===== src/rtl/hilo_muldiv_sequencer_pkg.sv =====
// Shared encodings for the Hi/Lo multiply/divide sequencer: operation codes,
// FSM states and small decode helpers.
package hilo_muldiv_sequencer_pkg;

    typedef enum logic [2:0] {
        OP_MULT  = 3'b000,
        OP_MULTU = 3'b001,
        OP_DIV   = 3'b010,
        OP_DIVU  = 3'b011,
        OP_MADD  = 3'b100,
        OP_MSUB  = 3'b101
    } op_e;

    typedef enum logic [1:0] {
        ST_IDLE  = 2'b00,
        ST_RUN   = 2'b01,
        ST_FIXUP = 2'b10
    } state_e;

    function automatic logic op_is_legal(input logic [2:0] op);
        return (op <= 3'b101);
    endfunction

    function automatic logic op_is_signed(input logic [2:0] op);
        return (op == OP_MULT) || (op == OP_DIV) || (op == OP_MADD) || (op == OP_MSUB);
    endfunction

    function automatic logic op_is_div(input logic [2:0] op);
        return (op == OP_DIV) || (op == OP_DIVU);
    endfunction

endpackage


===== src/rtl/hilo_muldiv_sequencer_iter_core.sv =====
// One combinational iteration step: shift-add multiply (LSB first) or restoring
// division (MSB first). hi/lo hold partial product or remainder/quotient.
module hilo_muldiv_sequencer_iter_core #(
    parameter int WIDTH = 32
) (
    input  logic             div_mode,
    input  logic [WIDTH-1:0] hi_in,
    input  logic [WIDTH-1:0] lo_in,
    input  logic [WIDTH-1:0] opnd,
    output logic [WIDTH-1:0] hi_out,
    output logic [WIDTH-1:0] lo_out
);
    logic [WIDTH:0] sum_s;
    logic [WIDTH:0] shift_s;
    logic [WIDTH:0] diff_s;

    // Single step; the carry of the add shifts into the top of hi.
    always_comb begin
        sum_s   = '0;
        shift_s = '0;
        diff_s  = '0;
        hi_out  = hi_in;
        lo_out  = lo_in;
        if (div_mode) begin
            shift_s = {hi_in, lo_in[WIDTH-1]};
            diff_s  = shift_s - {1'b0, opnd};
            if (diff_s[WIDTH]) begin
                hi_out = shift_s[WIDTH-1:0];
                lo_out = {lo_in[WIDTH-2:0], 1'b0};
            end else begin
                hi_out = diff_s[WIDTH-1:0];
                lo_out = {lo_in[WIDTH-2:0], 1'b1};
            end
        end else begin
            sum_s  = {1'b0, hi_in} + (lo_in[0] ? {1'b0, opnd} : {(WIDTH+1){1'b0}});
            hi_out = sum_s[WIDTH:1];
            lo_out = {sum_s[0], lo_in[WIDTH-1:1]};
        end
    end

endmodule


===== src/rtl/hilo_muldiv_sequencer.sv =====
// Iterative multiply/divide engine owning Hi/Lo. Works on magnitudes during RUN,
// then applies sign, accumulate and divide-by-zero rules in a single FIXUP cycle.
module hilo_muldiv_sequencer
    import hilo_muldiv_sequencer_pkg::*;
#(
    parameter int WIDTH          = 32,
    parameter int BITS_PER_CYCLE = 1
) (
    input  logic             Clk,
    input  logic             Reset,
    input  logic             Start,
    input  logic [2:0]       Op,
    input  logic [WIDTH-1:0] A,
    input  logic [WIDTH-1:0] B,
    input  logic             MoveToHi,
    input  logic             MoveToLo,
    input  logic [WIDTH-1:0] WriteData,
    input  logic             ReadHiLo,
    input  logic             Flush,
    output logic [WIDTH-1:0] Hi,
    output logic [WIDTH-1:0] Lo,
    output logic             Busy,
    output logic             Done,
    output logic             Stall
);
    localparam int N     = WIDTH / BITS_PER_CYCLE;
    localparam int CNT_W = (N > 1) ? $clog2(N) : 1;

    state_e                 state_r, state_nx_s;
    logic [CNT_W-1:0]       cnt_r;
    logic [2:0]             op_r;
    logic [WIDTH-1:0]       a_r, hi_pre_r, lo_pre_r, opnd_r, work_hi_r, work_lo_r;
    logic [WIDTH-1:0]       hi_r, lo_r;
    logic                   b_zero_r, sa_r, sb_r, done_r;
    logic                   accept_s, step_s, commit_s, move_hi_s, move_lo_s;
    logic                   sign_a_s, sign_b_s;
    logic [WIDTH-1:0]       mag_a_s, mag_b_s, q_s, r_s;
    logic [2*WIDTH-1:0]     prod_s, result_s;
    logic [WIDTH-1:0]       chain_hi_s [BITS_PER_CYCLE+1];
    logic [WIDTH-1:0]       chain_lo_s [BITS_PER_CYCLE+1];

    assign sign_a_s = op_is_signed(Op) & A[WIDTH-1];
    assign sign_b_s = op_is_signed(Op) & B[WIDTH-1];
    assign mag_a_s  = sign_a_s ? -A : A;
    assign mag_b_s  = sign_b_s ? -B : B;

    assign chain_hi_s[0] = work_hi_r;
    assign chain_lo_s[0] = work_lo_r;

    for (genvar g = 0; g < BITS_PER_CYCLE; g++) begin : g_step
        hilo_muldiv_sequencer_iter_core #(.WIDTH(WIDTH)) u_core (
            .div_mode (op_is_div(op_r)),
            .hi_in    (chain_hi_s[g]),
            .lo_in    (chain_lo_s[g]),
            .opnd     (opnd_r),
            .hi_out   (chain_hi_s[g+1]),
            .lo_out   (chain_lo_s[g+1])
        );
    end

    // State register.
    always_ff @(posedge Clk or negedge Reset) begin
        if (!Reset) state_r <= ST_IDLE;
        else        state_r <= state_nx_s;
    end

    // Next state; Flush abandons any operation in flight.
    always_comb begin
        state_nx_s = state_r;
        case (state_r)
            ST_IDLE:  if (accept_s) state_nx_s = ST_RUN; else state_nx_s = ST_IDLE;
            ST_RUN:   if (Flush) state_nx_s = ST_IDLE;
                      else if (cnt_r == '0) state_nx_s = ST_FIXUP;
                      else state_nx_s = ST_RUN;
            ST_FIXUP: state_nx_s = ST_IDLE;
            default:  state_nx_s = ST_IDLE;
        endcase
    end

    // Control decode: acceptance, iteration, commit and idle-time moves.
    always_comb begin
        accept_s  = 1'b0;
        step_s    = 1'b0;
        commit_s  = 1'b0;
        move_hi_s = 1'b0;
        move_lo_s = 1'b0;
        case (state_r)
            ST_IDLE: begin
                accept_s  = Start & ~Flush & op_is_legal(Op);
                move_hi_s = MoveToHi;
                move_lo_s = MoveToLo;
            end
            ST_RUN:   step_s   = ~Flush;
            ST_FIXUP: commit_s = ~Flush;
            default:  accept_s = 1'b0;
        endcase
    end

    // Sign correction and accumulate; divide-by-zero bypasses the datapath result.
    always_comb begin
        prod_s = {work_hi_r, work_lo_r};
        if (sa_r ^ sb_r) prod_s = -prod_s;
        else             prod_s = {work_hi_r, work_lo_r};
        q_s = (sa_r ^ sb_r) ? -work_lo_r : work_lo_r;
        r_s = sa_r ? -work_hi_r : work_hi_r;
        case (op_r)
            OP_MULT, OP_MULTU: result_s = prod_s;
            OP_MADD:           result_s = {hi_pre_r, lo_pre_r} + prod_s;
            OP_MSUB:           result_s = {hi_pre_r, lo_pre_r} - prod_s;
            OP_DIV, OP_DIVU:   if (b_zero_r) result_s = {a_r, {WIDTH{1'b1}}};
                               else          result_s = {r_s, q_s};
            default:           result_s = prod_s;
        endcase
    end

    // Operand latch and iteration registers; the pre-op Hi/Lo sees a same-cycle move.
    always_ff @(posedge Clk or negedge Reset) begin
        if (!Reset) begin
            cnt_r     <= '0;
            op_r      <= 3'b000;
            a_r       <= '0;
            b_zero_r  <= 1'b0;
            sa_r      <= 1'b0;
            sb_r      <= 1'b0;
            hi_pre_r  <= '0;
            lo_pre_r  <= '0;
            opnd_r    <= '0;
            work_hi_r <= '0;
            work_lo_r <= '0;
        end else if (accept_s) begin
            cnt_r     <= CNT_W'(N - 1);
            op_r      <= Op;
            a_r       <= A;
            b_zero_r  <= (B == '0);
            sa_r      <= sign_a_s;
            sb_r      <= sign_b_s;
            hi_pre_r  <= MoveToHi ? WriteData : hi_r;
            lo_pre_r  <= MoveToLo ? WriteData : lo_r;
            opnd_r    <= mag_b_s;
            work_hi_r <= '0;
            work_lo_r <= mag_a_s;
        end else if (step_s) begin
            cnt_r     <= cnt_r - CNT_W'(1);
            work_hi_r <= chain_hi_s[BITS_PER_CYCLE];
            work_lo_r <= chain_lo_s[BITS_PER_CYCLE];
        end
    end

    // Architectural Hi/Lo and the Done pulse.
    always_ff @(posedge Clk or negedge Reset) begin
        if (!Reset) begin
            hi_r   <= '0;
            lo_r   <= '0;
            done_r <= 1'b0;
        end else begin
            done_r <= commit_s;
            if (commit_s) begin
                hi_r <= result_s[2*WIDTH-1:WIDTH];
                lo_r <= result_s[WIDTH-1:0];
            end else begin
                if (move_hi_s) hi_r <= WriteData;
                if (move_lo_s) lo_r <= WriteData;
            end
        end
    end

    assign Hi    = hi_r;
    assign Lo    = lo_r;
    assign Done  = done_r;
    assign Busy  = (state_r != ST_IDLE);
    assign Stall = Busy & (Start | ReadHiLo | MoveToHi | MoveToLo);

endmodule


===== config.mk =====
export PLATFORM = sky130hd
export DESIGN_NAME = hilo_muldiv_sequencer
export DESIGN_NICKNAME = d
export VERILOG_FILES = /design/src/rtl/hilo_muldiv_sequencer_pkg.sv /design/src/rtl/hilo_muldiv_sequencer_iter_core.sv /design/src/rtl/hilo_muldiv_sequencer.sv
export SDC_FILE = /design/constraint.sdc
export NUM_CORES = 1
export LEC_CHECK = 0
export CORE_ASPECT_RATIO = 2
export CORE_UTILIZATION = 40
export DETAILED_ROUTE_END_ITERATION = 12
export PLACE_DENSITY = 0.66
export SKIP_CTS_REPAIR_TIMING = 1
export SYNTH_ARGS = -nofsm -noshare
export SYNTH_HDL_FRONTEND = slang
export SYNTH_SLANG_ARGS = --single-unit

===== constraint.sdc =====
create_clock -name Clk -period 8.7 [get_ports Clk]
set_clock_uncertainty 0.1 [all_clocks]
set_input_delay 2.61 -clock Clk [delete_from_list [all_inputs] [get_ports Clk]]
set_output_delay 2.61 -clock Clk [all_outputs]
set_load 0.01 [all_outputs]

# Word level (Yosys, flattened, before mapping)

Index checks and enable logic that the tools add are counted.

Divide/modulo/power cells: 0
Bitwise gates (word level): 10
Add/sub/neg operators: 10
Reduce and logical (&&, ||, !) cells: 13
Multipliers: 0
Order comparisons: 1
Mux-type cells: 33
Shift-type cells: 0
Equality and inequality tests: 9

Operators by type and width:

| operator              | number |
|---|---|
| $mux W32              | 18 |
| $pmux W64 S3          | 1 |
| $mux W64              | 2 |
| $neg A32 Y32          | 4 |
| $add A64 B64 Y64      | 1 |
| $neg A64 Y64          | 1 |
| $sub A64 B64 Y64      | 1 |
| $add A32 B33 Y33      | 1 |
| $sub A33 B32 Y33      | 1 |
| $logic_not A32 Y1     | 1 |
| $eq A3 B3 Y1 const B  | 4 |
| $mux W5               | 2 |
| $eq A3 B2 Y1 const B  | 3 |
| $reduce_bool A2 Y1    | 4 |
| $mux W1               | 7 |
| $and A1 B1 Y1         | 5 |
| $logic_not A5 Y1      | 1 |
| $sub A5 B1 Y5 const B | 1 |
| $logic_or A1 B1 Y1    | 4 |
| $mux W2               | 2 |
| $pmux W2 S2           | 1 |
| $le A3 B3 Y1 const B  | 1 |
| $logic_not A3 Y1      | 1 |
| $or A1 B1 Y1          | 3 |
| other kinds (6)       | 6 |

Input port bits: 106
Bits in read-only memories: 0
Flip-flop bits (word level): 270
Memories kept: 0
Output and inout port bits: 67
Word-level logic and storage cells: 91
Memory bits (writable): 0
Bits in latches: 0

# Depth between registers and ports, before layout

Gate-level depths: netlist (run 1).

Depth after elaboration: 7
Gate-level depth with buffers: 31

# Cells and area by module

Synthesis (run 1) repeated with hierarchy kept, for this count alone.

Cells, all modules: 3509
Area, all modules: 26611.8 um^2

Modules (own cells, without submodules):

| module                          | instances | cells an instance | area an instance (um^2) |
|---|---|---|---|
| hilo_muldiv_sequencer           | 1         | 2833              | 21933.5 |
| hilo_muldiv_sequencer_iter_core | 1         | 676               | 4678.2 |

# Worst setup path before layout (run 1)

Ideal clock, no wire load.

Kind: register -> register
From: reg work_lo_r[0]
To: reg hi_r[31] (netlist: Hi[31])
Stages on the path, launching flop included: 31
Setup time: 0.125 ns
Required time: 8.475 ns
Arrival: 7.144 ns
Path slack: 1.330 ns
Path through: dfrtp_1 clkbuf_1 clkinv_1 clkbuf_1 ha_1 or4b_1 buf_2 or4_4 buf_6 or4_4 a2111o_1 a211oi_1 nand3_1 nor2b_1 buf_4 nand3_2 o21ai_0 xnor2_1 ha_1 clkbuf_1 a21o_1 a21o_1 a21o_1 a2111oi_0 o31ai_1 and3_1 nor3_1 nand2_1 a211oi_1 xnor2_1 o21ai_1

Word-level cells in the longest chain between the ends: 5
Elaborated cells on any way between the ends: 6

Ends and longest elaborated chain:

| what                                                        | line                                                       | RTL |
|---|---|---|
| from (decl)                                                 | hilo_muldiv_sequencer.sv:32                                | `logic [WIDTH-1:0] a_r, hi_pre_r, lo_pre_r, opnd_r, work_hi_r, work_lo_r;` |
| from (signal assigned)                                      | hilo_muldiv_sequencer.sv:141                               | `work_lo_r <= mag_a_s;` |
| from (signal assigned)                                      | hilo_muldiv_sequencer.sv:145                               | `work_lo_r <= chain_lo_s[BITS_PER_CYCLE];` |
| $neg A64 Y64                                                | hilo_muldiv_sequencer.sv:102                               | `if (sa_r ^ sb_r) prod_s = -prod_s;` |
| $mux W64 (*)                                                | hilo_muldiv_sequencer.sv:102                               |  |
| $sub A64 B64 Y64 / $add A64 B64 Y64 (equally long branches) | hilo_muldiv_sequencer.sv:109, hilo_muldiv_sequencer.sv:108 |  |
| $pmux W64 S3 (*)                                            | hilo_muldiv_sequencer.sv:106                               | `case (op_r)` |
| $mux W32 (*)                                                | hilo_muldiv_sequencer.sv:157                               | `if (commit_s) begin` |
| to (signal assigned)                                        | hilo_muldiv_sequencer.sv:158                               | `hi_r <= result_s[2*WIDTH-1:WIDTH];` |
| to (signal assigned)                                        | hilo_muldiv_sequencer.sv:161                               | `if (move_hi_s) hi_r <= WriteData;` |
| to (decl)                                                   | hilo_muldiv_sequencer.sv:33                                | `logic [WIDTH-1:0] hi_r, lo_r;` |

Every way passes the cells marked *; elsewhere a longest branch is shown, timed or not.
A chain may end at the register's enable or synchronous reset.

# Final worst setup path (run 1)

From: reg work_lo_r[1]
To: reg hi_r[30] (netlist: Hi[30])

The elaborated chain is that of the path after synthesis.

==> flow_metrics.py, run 1 <==
metrics = {
    "clocking": {
        "cts_root_buf": "clkbuf_16",
        "h-tree-depth": 1,
        "clk_pin_slew_worst_paths_ns": 0.06,
        "cts_tree": "built",
        "cts_num_sinks": 270,
        "cts_inserted_buffers": 29,
        "clockBufferDepth": 3,
        "clock_latency_ns": 0.62,
    },
    "setup_path": {
        "rr_endpoint": "Hi[30]",
        "worstPathCellList": "inv_1 -> ha_1 -> or4b_1 -> or4_4 -> or4_4 -> a2111o_1 -> a211oi_1 -> nand3_1 -> nor2b_1 -> nor2_1 -> xor2_1 -> ha_1 -> nand4_1 -> or3_1 -> nor2_1 -> nand3_1 -> a31oi_1 -> o21ai_0 -> a31oi_1 -> buf_4 -> a31oi_1 -> xnor2_1 -> a211oi_1 -> a21oi_1",
        "cp_max_fo": 11,
        "crit_slowest_cell": "or4_4",
        "endpoint_kind": "flop",
        "start_kind": "flop",
        "crit_buf_inv": 2,
        "r2r_start": "work_lo_r[1]",
        "cp.depth": 24,
        "ff2ff_path_depth": 24,
        "crit_arrival_ns": 8.31,
        "crit_end": "Hi[30]",
        "max_stage_delay_ns": 0.64,
        "crit_type": "reg2reg",
        "path_common_cell": "a31oi_1",
        "crit_family": "simple AND/OR/NAND/NOR gates",
        "worst_ep_required_time_ns": 9.07,
        "crit_start": "work_lo_r[1]",
        "r2r_slack_ns": 0.75,
    },
    "global_routing": {
        "antenna_found_initial": 2,
        "grt_max_degree": 232,
        "first_global_vias": 25200,
        "grt_pass1_wl_um": 150000,
        "grt.total_usage": 0.298,
        "gr-total-overflow": 0,
    },
    "routing": {
        "num_vias": 25400,
        "drtAntennaViolNets": 0,
        "via_per_inst": 6.04,
        "drt_iter0_markers": 1974,
        "drt_first_pass_iters": 10,
        "totalWireLength_um": 97900,
        "wl_per_cell_um": 23.3,
        "drc_errors": 0,
    },
    "timing": {
        "tns_ns": 0,
        "hold-worst-slack_ns": 0.359,
        "period_minus_slack_ns": 7.95,
        "hold_viol_final": 0,
        "relSlewSlack": 0.191,
        "worst_slew_pin_slew_ns": 1.21,
        "setup_viol": 0,
        "finalCritPeriodShare": 0.914,
        "rsz0062_at_grt": "false",
        "slew_violations": 0,
        "max_freq_ghz": 0.126,
    },
    "logic_synthesis": {
        "synth_compound_gate_area_share": 0.262,
        "syn-num-nets": 3610,
        "synthAdderAreaFrac": 0.0671,
        "synth_cells": 3368,
        "synth_xor_area_frac": 0.111,
        "synth_area_um2": 25700,
        "synth_edf_count": 0,
        "yosysWarnings": 0,
        "avgSynthCellArea_um2": 7.63,
        "async_reset_ff_frac": 1.00,
        "synthSimpleGateAreaFrac": 0.199,
        "synthFlopType": "dfrtp_1",
        "synthMuxAreaShare": 0.0499,
        "ys_ff_latch": 270,
        "synth_top_family_by_area": "compound AO/OA/AOI/OAI gates",
        "synth_cell_type_count": 88,
        "yosysSeqAreaShare": 0.263,
    },
    "pwr": {
        "finalPower_mw": 10.8,
        "power_leakage_nw": 12.6,
        "p_per_area_nw_per_um2": 373,
        "irDropWorstVdd_v": 0.000212,
    },
    "placement": {
        "io_buffers": 172,
        "hpwl_um": 76100,
        "placed_cells": 4150,
        "gp_congestion": 1.02,
    },
    "layout": {
        "drive_above_1_share": 0.0452,
        "fill_cells": 6463,
        "nNetsFinal": 3625,
        "area_growth_pct": 12.9,
        "fin_cells": 4203,
        "diodes": 0,
    },
    "die": {
        "initial_utilization": 0.404,
        "core_area_um2": 63600,
        "die_h_um": 360,
        "fp-row-count": 131,
        "die_area_um2": 65300,
        "fp.dieW_um": 181,
        "ios": 173,
    },
    "run_status": {
        "status": "finished, final reports clean",
    },
    "worst_hold_path": {
        "whs_path_depth": 1,
        "hold_path.class": "reg2reg",
    },
    "run": {
        "cap_violations": 0,
    },
}
## kinds of logic (layout without fill, tap and decap cells)
group                      Yosys count  count (layout)
AOI/OAI and AO/OA                 1079            1079
xor gates and xnor gates           326             326
adders and majority gates          136             136
buffers and inverters              313             350
DFF                                270             270
muxes                              127             127
and+or+nand+nor                   1117            1117
## registers in the layout, indices dropped and copies added, names as in the netlist
register   count
Done           1
Hi            32
Lo            32
a_r           32
b_zero_r       1
cnt_r          5
hi_pre_r      32
lo_pre_r      32
op_r           3
opnd_r        32
sa_r           1
sb_r           1
state_r        2
work_hi_r     32
work_lo_r     32
## through the flow
stage / cell area (um2) / utilization / worst slack (ns)
final: 29000 / 0.456 / 0.752
after global routing: 29000 / 0.456 / 0.422
after CTS: 29000 / 0.456 / 0.829
after detailed placement: 27900 / 0.439 / 0.865
after global placement: 27900 / 0.439 / 0.959
after floorplan: 25700 / - / 1.33
## per-layer routing
layer  global-route usage  share of wire  vias to the layer above
met5                    0        0.00029                        -
met4                0.242          0.091                        4
met3               0.0330          0.048                      284
met2                0.526           0.49                      843
met1                0.319           0.37                    12100
li1                     -              -                    12100
## area by class of cell
cell class / count / area [um2] / share of cell area
Multi-Input combinational cell: 2785 / 17800 / 0.614
Sequential cell: 270 / 6760 / 0.233
Timing Repair Buffer: 209 / 2020 / 0.0697
Tap cell: 798 / 998 / 0.0344
Clock buffer: 37 / 826 / 0.0285
Inverter: 88 / 330 / 0.0114
Clock inverter: 16 / 251 / 0.00867
## power by group
group,leakage (nW),internal (mW),switching (mW)
Combinational,8.72,2.86,4.37
Sequential,3.35,1.57,0.569
Clock,0.531,0.849,0.590
## layout by cell type, fill, tap and decap left out, types with 17 or more instances in the layout
cell type / n
xor2_1: 146
xnor2_1: 177
dfrtp_1: 268
or3_1: 29
a31oi_1: 50
nor3_1: 57
nor2_1: 231
o211ai_1: 62
nor2b_1: 22
and3_1: 25
clkdlybuf4s50_1: 169
nand2_1: 511
nor4_1: 30
nand4_1: 27
o31ai_1: 23
nand2b_1: 33
a211oi_1: 49
o21bai_1: 17
inv_1: 85
o21ai_0: 360
mux2i_1: 118
and2_1: 17
ha_1: 133
a21oi_1: 237
a21o_1: 89
clkbuf_16: 29
nand3_1: 65
buf_4: 35
## worst min-delay path by stage
stage / startpoint / to / slack (ns)
final: cnt_r[4] / state_r[1] / 0.36
after floorplan: a_r[17] / a_r[17] / 0.34
after global routing: cnt_r[4] / state_r[1] / 0.40
after detailed placement: cnt_r[4] / state_r[1] / 0.35
after global placement: cnt_r[4] / state_r[1] / 0.35
after CTS: cnt_r[4] / state_r[1] / 0.36
## synthesized netlist by cell type, types with 7 or more instances
library cell | number | area, um2
nand2_1 | 512 | 1920
o21ai_0 | 360 | 1800
dfrtp_1 | 270 | 6760
a21oi_1 | 238 | 1190
nor2_1 | 234 | 878
clkbuf_1 | 200 | 751
xnor2_1 | 179 | 1570
xor2_1 | 147 | 1290
ha_1 | 133 | 1660
mux2i_1 | 118 | 1180
a21o_1 | 90 | 676
inv_1 | 85 | 319
nand3_1 | 65 | 325
o211ai_1 | 62 | 465
nor3_1 | 57 | 285
a31oi_1 | 50 | 313
a211oi_1 | 49 | 368
nand2b_1 | 33 | 206
nor4_1 | 30 | 188
or3_1 | 29 | 181
nand4_1 | 27 | 169
and3_1 | 25 | 156
nor2b_1 | 23 | 144
o31ai_1 | 23 | 173
and2_1 | 18 | 113
o21bai_1 | 17 | 128
buf_1 | 16 | 60.1
o21a_1 | 16 | 120
or4_1 | 16 | 120
a22oi_1 | 15 | 113
o221ai_1 | 14 | 123
o22ai_1 | 14 | 87.6
a31o_2 | 13 | 114
o41ai_1 | 13 | 114
a211o_1 | 12 | 105
a41oi_1 | 12 | 105
a32oi_1 | 11 | 96.3
mux2_2 | 9 | 101
o31a_1 | 9 | 78.8
or2_2 | 9 | 56.3
a21boi_0 | 7 | 52.6
a221o_1 | 7 | 70.1
Note: power is estimated with default switching activity, not from simulation.
==> run 2, diff against run 1 <==
--- a/config.mk
+++ b/config.mk
@@ -5,10 +5,13 @@
 export SDC_FILE = /design/constraint.sdc
 export NUM_CORES = 1
 export LEC_CHECK = 0
+export ABC_CLOCK_PERIOD_IN_PS = 8700
+export CELL_PAD_IN_SITES_DETAIL_PLACEMENT = 1
+export CELL_PAD_IN_SITES_GLOBAL_PLACEMENT = 1
 export CORE_ASPECT_RATIO = 2
-export CORE_UTILIZATION = 40
+export CORE_UTILIZATION = 46
 export DETAILED_ROUTE_END_ITERATION = 12
-export PLACE_DENSITY = 0.66
+export PLACE_DENSITY = 0.91
 export SKIP_CTS_REPAIR_TIMING = 1
 export SYNTH_ARGS = -nofsm -noshare
 export SYNTH_HDL_FRONTEND = slang
==> run 2 against run 1 <==
Effect of this change:
- non-clock buffer count unchanged
- register-to-register slack got worse by 0.07 ns
- die area decreased by 13%
- flip-flop and latch count unchanged
- routed wire length increased by 7.7%
- total power increased by 0.48%
- sequential share of layout area increased by 0.18 points
- clock-buffer cell count increased by 5
- largest power group unchanged
- global-route usage increased by 7.2 points
- cell count decreased by 1.3%
==> flow_metrics.py, run 2 (synthesis gave the netlist of run 1 again) <==
metrics = {
    "clocking": {
        "cts_inserted_buffers": 29,
        "h-tree-depth": 1,
        "clockBufferDepth": 3,
        "cts_tree": "built",
        "cts_root_buf": "clkbuf_16",
        "cts_num_sinks": 270,
        "clock_latency_ns": 0.61,
        "clk_pin_slew_worst_paths_ns": 0.06,
    },
    "layout": {
        "regArea_um2": 6760,
        "fill_cells": 6852,
        "nNetsFinal": 3625,
        "diodes": 0,
        "final_common_cell": "nand2_1",
        "area_growth_pct": 12.0,
        "multi_input_area_um2": 17800,
        "fin_util": 0.521,
        "fin_cells": 4148,
        "drive_above_1_share": 0.0432,
        "layout_common_cells": "511 x nand2_1, 360 x o21ai_0, 268 x dfrtp_1",
    },
    "setup_path": {
        "crit_family": "simple AND/OR/NAND/NOR gates",
        "crit_slowest_cell": "a2111oi_0",
        "crit_start": "work_lo_r[1]",
        "crit_end": "Hi[31]",
        "cp_max_fo": 11,
        "endpoint_kind": "flop",
        "r2r_start": "work_lo_r[1]",
        "worst_ep_required_time_ns": 9.07,
        "rr_endpoint": "Hi[31]",
        "worstPathCellList": "inv_1 -> ha_1 -> or4b_1 -> or4_4 -> or4_4 -> a2111o_1 -> a211oi_1 -> nand3_1 -> nor2b_1 -> nand3_2 -> o21ai_0 -> xnor2_1 -> ha_1 -> a21o_1 -> a21o_1 -> a21o_1 -> a2111oi_0 -> o31ai_1 -> and3_1 -> nor3_1 -> nand2_1 -> a211oi_1 -> xnor2_1 -> o21ai_1",
        "max_stage_delay_ns": 0.64,
        "path_common_cell": "a21o_1",
        "r2r_slack_ns": 0.68,
        "crit_type": "reg2reg",
        "crit_arrival_ns": 8.39,
        "ff2ff_path_depth": 24,
        "crit_buf_inv": 1,
        "start_kind": "flop",
        "cp.depth": 24,
    },
    "timing": {
        "rsz0062_at_grt": "false",
        "slew_violations": 0,
        "relSlewSlack": 0.147,
        "hold_viol_final": 0,
        "period_minus_slack_ns": 8.02,
        "max_freq_ghz": 0.125,
        "hold-worst-slack_ns": 0.379,
        "worst_slew_pin_slew_ns": 1.28,
        "tns_ns": 0,
        "finalCritPeriodShare": 0.922,
        "setup_viol": 0,
    },
    "die": {
        "core_area_um2": 55300,
        "initial_utilization": 0.465,
        "fp-row-count": 122,
        "die_h_um": 336,
        "die_area_um2": 56800,
        "fp.dieW_um": 169,
        "ios": 173,
    },
    "routing": {
        "drtAntennaViolNets": 0,
        "drc_errors": 0,
        "num_vias": 26600,
        "totalWireLength_um": 105000,
        "wl_per_cell_um": 25.4,
        "via_per_inst": 6.41,
        "drt_first_pass_iters": 5,
        "drt_iter0_markers": 1686,
    },
    "pwr": {
        "irDropWorstVdd_v": 0.000189,
        "finalPower_mw": 10.9,
        "p_per_area_nw_per_um2": 378,
        "power_leakage_nw": 12.5,
    },
    "placement": {
        "placed_cells": 4096,
        "gp_congestion": 1.02,
        "io_buffers": 172,
        "hpwl_um": 81700,
    },
    "global_routing": {
        "antenna_found_initial": 9,
        "grt_max_degree": 220,
        "gr-total-overflow": 0,
        "first_global_vias": 27800,
        "grt_pass1_wl_um": 161000,
        "grt.total_usage": 0.371,
    },
    "run": {
        "cap_violations": 0,
    },
    "worst_hold_path": {
        "hold_path.class": "reg2reg",
    },
    "run_status": {
        "status": "finished, final reports clean",
    },
}
## run 2: power by group
part | total (mW) | switching, mW | internal, mW | leakage, nW
logic | 7.45 | 4.59 | 2.87 | 8.72
registers | 2.15 | 0.576 | 1.57 | 3.35
clock network | 1.26 | 0.576 | 0.687 | 0.442
## run 2: layout make-up
class / count / area share
Multi-Input combinational cell: 2785 / 0.619
Sequential cell: 270 / 0.235
Timing Repair Buffer: 209 / 0.0702
Tap cell: 744 / 0.0324
Clock buffer: 42 / 0.0287
Inverter: 88 / 0.0115
Clock inverter: 10 / 0.00313
## run 2: worst min path at each step
| stage | start | to | slack [ns] | cells after the start |
|---|---|---|---|---|
| finish | cnt_r[4] | state_r[1] | 0.38 | 1 |
| global route | cnt_r[4] | state_r[1] | 0.39 | 1 |
| global placement | a_r[17] | a_r[17] | 0.35 | 2 |
| CTS | cnt_r[4] | state_r[1] | 0.38 | 1 |
| floorplan | a_r[17] | a_r[17] | 0.34 | 2 |
| detailed placement | a_r[29] | a_r[29] | 0.37 | 2 |
## run 2: through the flow
| stage | area (um2) | worst slack [ns] |
|---|---|---|
| after floorplan | 25700 | 1.33 |
| after CTS | 28800 | 0.741 |
| after detailed placement | 27900 | 0.779 |
| final | 28800 | 0.681 |
| after global placement | 27900 | 0.962 |
| after global routing | 28800 | 0.194 |
## run 2: routing by layer
layer	GRT usage	wire [um]	vias up
li1	-	-	12100
met1	0.371	36300	13100
met2	0.655	51800	993
met3	0.0612	6230	421
met4	0.333	10900	16
met5	0	139	-
